## src/rtl/seg7_pkg.sv

```systemverilog
// Shared definitions for the seven-segment scan multiplexer.
// Segment patterns are active-high, bit order g..a.
package seg7_pkg;

    localparam logic [6:0] SEG_0     = 7'h3F;
    localparam logic [6:0] SEG_1     = 7'h06;
    localparam logic [6:0] SEG_2     = 7'h5B;
    localparam logic [6:0] SEG_3     = 7'h4F;
    localparam logic [6:0] SEG_4     = 7'h66;
    localparam logic [6:0] SEG_5     = 7'h6D;
    localparam logic [6:0] SEG_6     = 7'h7D;
    localparam logic [6:0] SEG_7     = 7'h07;
    localparam logic [6:0] SEG_8     = 7'h7F;
    localparam logic [6:0] SEG_9     = 7'h6F;
    localparam logic [6:0] SEG_BLANK = 7'h00;

    typedef enum logic [1:0] {
        IDLE  = 2'd0,
        BLANK = 2'd1,
        SHOW  = 2'd2
    } state_e;

endpackage

```

## src/rtl/seg7_decode.sv

```systemverilog
// Combinational BCD to seven-segment decoder; non-decimal codes (10-15) light nothing.
module seg7_decode
    import seg7_pkg::*;
(
    input  logic [3:0] bcd_i,
    output logic [6:0] seg_o
);

    always_comb begin
        case (bcd_i)
            4'd0:    seg_o = SEG_0;
            4'd1:    seg_o = SEG_1;
            4'd2:    seg_o = SEG_2;
            4'd3:    seg_o = SEG_3;
            4'd4:    seg_o = SEG_4;
            4'd5:    seg_o = SEG_5;
            4'd6:    seg_o = SEG_6;
            4'd7:    seg_o = SEG_7;
            4'd8:    seg_o = SEG_8;
            4'd9:    seg_o = SEG_9;
            default: seg_o = SEG_BLANK;
        endcase
    end

endmodule

```

## src/rtl/seg7_scan_mux.sv

```systemverilog
// Time-multiplexed seven-segment scanner with a one-deep pending buffer that is
// committed to the displayed set at frame boundaries (or immediately while dark).
module seg7_scan_mux
    import seg7_pkg::*;
#(
    parameter int NUM_DIGITS   = 4,
    parameter int REFRESH_DIV  = 10000,
    parameter int BLANK_CYCLES = 16
) (
    input  logic                    clk,
    input  logic                    rst_n,
    input  logic                    ena,
    input  logic                    load_valid,
    output logic                    load_ready,
    input  logic [4*NUM_DIGITS-1:0] load_bcd,
    input  logic [NUM_DIGITS-1:0]   load_dp,
    input  logic                    lz_suppress,
    output logic [6:0]              segments,
    output logic                    dp,
    output logic [NUM_DIGITS-1:0]   digit_en,
    output logic                    frame_done
);

    localparam int MAX_CNT = (REFRESH_DIV > BLANK_CYCLES) ? REFRESH_DIV : BLANK_CYCLES;
    localparam int CNT_W   = (MAX_CNT > 1) ? $clog2(MAX_CNT) : 1;
    localparam int IDX_W   = $clog2(NUM_DIGITS);

    localparam logic [CNT_W-1:0]      SHOW_LAST  = CNT_W'(REFRESH_DIV - 1);
    localparam logic [CNT_W-1:0]      BLANK_LAST = CNT_W'(BLANK_CYCLES - 1);
    localparam logic [IDX_W-1:0]      IDX_LAST   = IDX_W'(NUM_DIGITS - 1);
    localparam logic [NUM_DIGITS-1:0] DIGIT0     = NUM_DIGITS'(1);

    state_e                  state_q, state_d;
    logic [IDX_W-1:0]        idx_q, idx_d;
    logic [CNT_W-1:0]        cnt_q, cnt_d;
    logic                    pend_full_q, pend_full_d;
    logic [4*NUM_DIGITS-1:0] pend_bcd_q, pend_bcd_d;
    logic [NUM_DIGITS-1:0]   pend_dp_q, pend_dp_d;
    logic [4*NUM_DIGITS-1:0] act_bcd_q, act_bcd_d;
    logic [NUM_DIGITS-1:0]   act_dp_q, act_dp_d;
    logic [6:0]              segments_q, segments_d;
    logic                    dp_q, dp_d;
    logic [NUM_DIGITS-1:0]   digit_en_q, digit_en_d;
    logic                    frame_done_q;

    logic                    frame_end;
    logic                    accept;
    logic                    commit;
    logic                    show_d;
    logic                    lead_zero;
    logic [NUM_DIGITS-1:0]   supp;
    logic [3:0]              dec_bcd;
    logic [6:0]              dec_seg;

    // NOTE: every variable driven here gets a default first, so no path can infer a latch.
    always_comb begin
        state_d   = state_q;
        idx_d     = idx_q;
        cnt_d     = cnt_q;
        frame_end = 1'b0;
        if (!ena) begin
            state_d = IDLE;
            idx_d   = '0;
            cnt_d   = '0;
        end else begin
            case (state_q)
                IDLE: begin
                    state_d = BLANK;
                    idx_d   = '0;
                    cnt_d   = '0;
                end
                BLANK: begin
                    if (cnt_q == BLANK_LAST) begin
                        state_d = SHOW;
                        cnt_d   = '0;
                    end else begin
                        cnt_d = cnt_q + 1'b1;
                    end
                end
                SHOW: begin
                    if (cnt_q == SHOW_LAST) begin
                        state_d   = BLANK;
                        cnt_d     = '0;
                        frame_end = (idx_q == IDX_LAST);
                        idx_d     = frame_end ? '0 : idx_q + 1'b1;
                    end else begin
                        cnt_d = cnt_q + 1'b1;
                    end
                end
                default: state_d = IDLE;
            endcase
        end
    end

    // Accept and commit are mutually exclusive: accept needs an empty buffer, commit a full one.
    assign accept      = load_valid && !pend_full_q;
    assign commit      = pend_full_q && (frame_end || state_q == IDLE);
    assign pend_full_d = accept ? 1'b1 : (commit ? 1'b0 : pend_full_q);
    assign pend_bcd_d  = accept ? load_bcd : pend_bcd_q;
    assign pend_dp_d   = accept ? load_dp : pend_dp_q;
    assign act_bcd_d   = commit ? pend_bcd_q : act_bcd_q;
    assign act_dp_d    = commit ? pend_dp_q : act_dp_q;

    // Zeros are blanked from the top digit down until the first nonzero code.
    always_comb begin
        supp      = '0;
        lead_zero = lz_suppress;
        for (int i = NUM_DIGITS - 1; i >= 1; i--) begin
            if (act_bcd_q[4*i +: 4] != 4'd0) lead_zero = 1'b0;
            supp[i] = lead_zero;
        end
    end

    assign dec_bcd = act_bcd_q[4*idx_d +: 4];

    seg7_decode u_decode (
        .bcd_i (dec_bcd),
        .seg_o (dec_seg)
    );

    // Outputs are computed from the next state so they switch on the same edge as the FSM.
    assign show_d     = (state_d == SHOW);
    assign digit_en_d = show_d ? (DIGIT0 << idx_d) : '0;
    assign segments_d = (show_d && !supp[idx_d]) ? dec_seg : SEG_BLANK;
    assign dp_d       = show_d && act_dp_q[idx_d];

    // NOTE: the digit buffers are reset too, so a reset always discards pending data and
    // the display restarts from a known all-zero set.
    always_ff @(posedge clk or negedge rst_n) begin
        if (!rst_n) begin
            state_q      <= IDLE;
            idx_q        <= '0;
            cnt_q        <= '0;
            pend_full_q  <= 1'b0;
            pend_bcd_q   <= '0;
            pend_dp_q    <= '0;
            act_bcd_q    <= '0;
            act_dp_q     <= '0;
            segments_q   <= SEG_BLANK;
            dp_q         <= 1'b0;
            digit_en_q   <= '0;
            frame_done_q <= 1'b0;
        end else begin
            // NOTE: non-blocking assignments so every register samples pre-edge values.
            state_q      <= state_d;
            idx_q        <= idx_d;
            cnt_q        <= cnt_d;
            pend_full_q  <= pend_full_d;
            pend_bcd_q   <= pend_bcd_d;
            pend_dp_q    <= pend_dp_d;
            act_bcd_q    <= act_bcd_d;
            act_dp_q     <= act_dp_d;
            segments_q   <= segments_d;
            dp_q         <= dp_d;
            digit_en_q   <= digit_en_d;
            frame_done_q <= frame_end;
        end
    end

    assign load_ready = !pend_full_q;
    assign segments   = segments_q;
    assign dp         = dp_q;
    assign digit_en   = digit_en_q;
    assign frame_done = frame_done_q;

endmodule

```

## config.mk

```make
export PLATFORM = sky130hd
export DESIGN_NAME = seg7_scan_mux
export DESIGN_NICKNAME = d
export VERILOG_FILES = /design/src/rtl/seg7_pkg.sv /design/src/rtl/seg7_decode.sv /design/src/rtl/seg7_scan_mux.sv
export SDC_FILE = /design/constraint.sdc
export NUM_CORES = 1
export LEC_CHECK = 0
export CAP_MARGIN = 15
export CORE_ASPECT_RATIO = 0.75
export CORE_MARGIN = 2
export CORE_UTILIZATION = 35
export DETAILED_ROUTE_END_ITERATION = 12
export SLEW_MARGIN = 20
export SYNTH_ARGS = -nofsm -noshare
export SYNTH_HDL_FRONTEND = slang
export SYNTH_SLANG_ARGS = --single-unit
export TNS_END_PERCENT = 5
```

## constraint.sdc

```tcl
create_clock -name clk -period 3.63 [get_ports clk]
set_clock_uncertainty 0.05 [all_clocks]
set_input_delay 1.089 -clock clk [delete_from_list [all_inputs] [get_ports clk]]
set_output_delay 1.089 -clock clk [all_outputs]
set_load 0.01 [all_outputs]
```

==> impl_metrics.tcl <==
set metrics [dict create \
    setup_viol 0 \
    clock.fmax_mhz 286 \
    grt_usage_pct 14.2 \
    hold-path-cell-count 1 \
    fin_setup_tns_ps 0 \
    drt-initial-drc-count 158 \
    dp_hpwl_microns 4670 \
    die_area_sq_mm 0.0104 \
    whs_ps 448 \
    clk_pin_slew_worst_paths_ps 60 \
    hold_buffers 0 \
    critPathArrivalTime_ps 3680 \
    stdcell_area_sq_mm 0.00429 \
    synth_seq_area_share_pct 53.4 \
    cap_violations 0 \
    worst_pin_slew_ps 635 \
    r2r-start "state_q[0]$_DFF_PN0_" \
    min_from "pend_bcd_q[9]$_DFFE_PN0P_" \
    clock-sinks 72 \
    p_leak_nw 1.82 \
    placed_cells 446 \
    dieHeight_microns 89.0 \
    drc 0 \
    postPlaceCellArea_sq_mm 0.00396 \
    grt_pass1_vias 2265 \
    gr-total-overflow 0 \
    min_period_over_period_pct 96.2 \
    required_ps 3820 \
    pin_count 39 \
    worst_setup_path_start_kind "register" \
    pre_cts_ws_ps -21.1 \
    ys_types 48 \
    dr.pass1.iters 4 \
    start_util_pct 36.7 \
    h-tree-depth 3 \
    max_slew_margin_pct 57.7 \
    peakVddDrop_mv 0.315 \
    grt_antenna_before_repair 0 \
    netlist_area_sq_mm 0.00337 \
    rows 30 \
    drv_slew 0 \
    min_to "act_bcd_q[9]$_DFFE_PN0P_" \
    hold_class "reg -> reg" \
    avgSynthCellArea_sq_um 12.2 \
    clk_path_buf_depth 2 \
    cts_tree "done" \
    cts_inserted_buffers 9 \
    root_buffer "clkbuf_16" \
    ys_warn_count 0 \
    routabilityCongestion 0.790 \
    criticalPathCategory "reg -> reg" \
    clk_latency_ps 340 \
    wl_microns 6720 \
    drive_above_1_share_pct 24.6 \
    cp_max_fo 8 \
    diodes 0 \
    fp.dieW_microns 117 \
    via_count 2271 \
    rrSetupSlack_ps 140 \
    synth_cells 277 \
    fin_nets 366 \
    grt_pass1_wl_microns 11400 \
    post-route-min-period_ps 3490 \
    hold_viol_final 0 \
    final_cell_count_no_fill 462 \
    detail-route-antenna-nets 0 \
    power.density_mw_per_mm2 670 \
    synth_nets 313 \
    rr_endpoint "segments[3]$_DFF_PN0_" \
    worst_setup_path_end_kind "register" \
    areaGrowthSynthToFinish_pct 27.3 \
    synth-seq-cells 72 \
    numPortBuffers 38 \
    vias_per_cell 4.92 \
    r2r_cells 13 \
    grt_max_degree 50 \
    status "complete, no violations" \
    rsz0062_at_grt "false" \
    core_sq_mm 0.00920 \
    wl_per_cell_microns 14.5 \
    fillerInstances 864 \
    finalWorstSetupSlack_ps 138 \
]
Yosys cell counts (all sizes together):
| cell type | n | area (sq um) |
|---|---|---|
| nor2b | 3 | 18.8 |
| o32ai | 2 | 17.5 |
| a41o | 1 | 10.0 |
| nand2 | 25 | 96.4 |
| and3 | 2 | 12.5 |
| clkbuf | 4 | 15.0 |
| a211oi | 3 | 32.5 |
| ha | 11 | 138 |
| nand3 | 6 | 30.0 |
| mux2i | 8 | 87.6 |
| o31ai | 1 | 7.51 |
| mux2 | 44 | 510 |
| a21oi | 6 | 41.3 |
| and2 | 3 | 18.8 |
| or4 | 1 | 7.51 |
| inv | 8 | 30.0 |
| o21ai | 7 | 35.0 |
| dfrtp | 72 | 1800 |
| or3 | 1 | 6.26 |
| o21a | 1 | 7.51 |
| a21o | 3 | 22.5 |
| nor4b | 1 | 8.76 |
| a22o | 1 | 8.76 |
| nand2b | 2 | 12.5 |
| xor2 | 6 | 52.6 |
| nor2 | 20 | 75.1 |
| xnor2 | 4 | 35.0 |
| nand4 | 6 | 37.5 |
| a32o | 2 | 20.0 |
| nor4 | 6 | 52.6 |
| buf | 4 | 27.5 |
| a311oi | 3 | 26.3 |
| nand4bb | 1 | 11.3 |
| nor3 | 7 | 35.0 |
| or4b | 2 | 23.8 |
routing by layer:
metal / up-vias / part of all wire [%] / GRT usage [%]
li1: 1093 / - / -
met1: 1121 / 50 / 19.2
met2: 46 / 43 / 20.6
met3: 11 / 5.1 / 5.55
met4: 0 / 1.5 / 5.81
met5: - / 0 / 0
state kept, by name (all words and copies together) (netlist names):
| signal | cells |
|---|---|
| digit_en | 4 |
| pend_dp_q | 4 |
| cnt_q | 14 |
| pend_full_q | 1 |
| act_dp_q | 4 |
| idx_q | 2 |
| act_bcd_q | 16 |
| pend_bcd_q | 16 |
| state_q | 2 |
| dp | 1 |
| frame_done | 1 |
| segments | 7 |
worst max path at each step:
stage                         startpoint               endpoint  slack (ps)  depth (start not counted)
floorplan           state_q[0]$_DFF_PN0_  segments[3]$_DFF_PN0_         300                         11
global placement                     ena  segments[0]$_DFF_PN0_         150                         10
detailed placement                   ena  segments[3]$_DFF_PN0_         -20                         10
CTS                 state_q[0]$_DFF_PN0_  segments[3]$_DFF_PN0_         170                         12
global route        state_q[0]$_DFF_PN0_  segments[3]$_DFF_PN0_          10                         13
finish              state_q[0]$_DFF_PN0_  segments[3]$_DFF_PN0_         140                         13
placed cells by master, fill, tap and decap left out, types with 2 or more instances in the layout:
| master | Yosys | layout |
|---|---|---|
| nor4_1 | 5 | 5 |
| nor3_1 | 7 | 7 |
| mux2_4 | 4 | 4 |
| mux2i_2 | 2 | 3 |
| a32o_1 | 2 | 2 |
| dfrtp_1 | 72 | 72 |
| ha_1 | 11 | 11 |
| mux2i_1 | 6 | 5 |
| bufinv_16 | 0 | 2 |
| o21ai_0 | 6 | 5 |
| o21ai_1 | 1 | 2 |
| nand3_1 | 6 | 6 |
| a21oi_1 | 5 | 5 |
| inv_1 | 7 | 7 |
| nor2b_1 | 3 | 3 |
| xnor2_1 | 4 | 4 |
| clkbuf_16 | 0 | 9 |
| buf_4 | 1 | 11 |
| clkbuf_8 | 0 | 2 |
| and2_1 | 2 | 2 |
| mux2_2 | 40 | 40 |
| a311oi_1 | 3 | 3 |
| o32ai_1 | 2 | 2 |
| xor2_1 | 6 | 6 |
| and3_1 | 2 | 2 |
| nor2_1 | 20 | 20 |
| nand4_1 | 6 | 6 |
| nand2_1 | 24 | 24 |
| clkdlybuf4s50_1 | 0 | 37 |
| a211oi_2 | 2 | 2 |
| a21o_1 | 3 | 3 |
| nand2b_1 | 2 | 2 |
repair_timing:
| action | in CTS | in global routing |
|---|---|---|
| endpoints found under the setup margin | 0 | 2 |
| hold endpoints to repair | 0 | 0 |
| gates resized for setup | 0 | 1 |
| buffers inserted | 0 | 1 |
cell type report:
class	instances	area, sq um	area share (%)
sequential	72	1800	42.0
inverter	8	30.0	0.699
multi-input combinational	189	1500	35.0
clock inverter	3	65.1	1.52
timing repair buffer	50	478	11.1
tap	128	160	3.73
clock buffer	12	256	5.97
power breakdown:
group / internal [mW] / switching (mW)
Combinational: 0.411 / 0.314
Clock: 0.634 / 0.320
Sequential: 1.04 / 0.157
metrics by stage:
stage / utilization (%) / total power [mW]
2_1_floorplan: - / 1.72
3_3_place_gp: 43.1 / 1.91
3_5_place_dp: 43.1 / 1.94
4_1_cts: 46.6 / 2.90
5_1_grt: 46.7 / 3.06
6_report: 46.7 / 2.88
critical path, cell delays in order, from the launching register on:
cell      delay, ps
dfrtp_1         420
inv_1           120
ha_1            200
or4b_4          480
nor4_4          220
buf_4           190
mux2_4          310
buf_4           170
nand2_1          80
a32o_1          320
inv_1           100
ha_1            230
mux2_4          270
a211oi_2        240
cell families after synthesis:
kind of cell | count (synthesis) | share of synthesized area, %
and+or+nand+nor | 86 | 13.2
xor gates and xnor gates | 10 | 2.60
AOI/OAI and AO/OA | 30 | 6.79
muxes | 52 | 17.7
adders and majority gates | 11 | 4.08
DFF | 72 | 53.4
buffers and inverters | 16 | 2.15
Note: power is estimated with default switching activity, not from simulation.
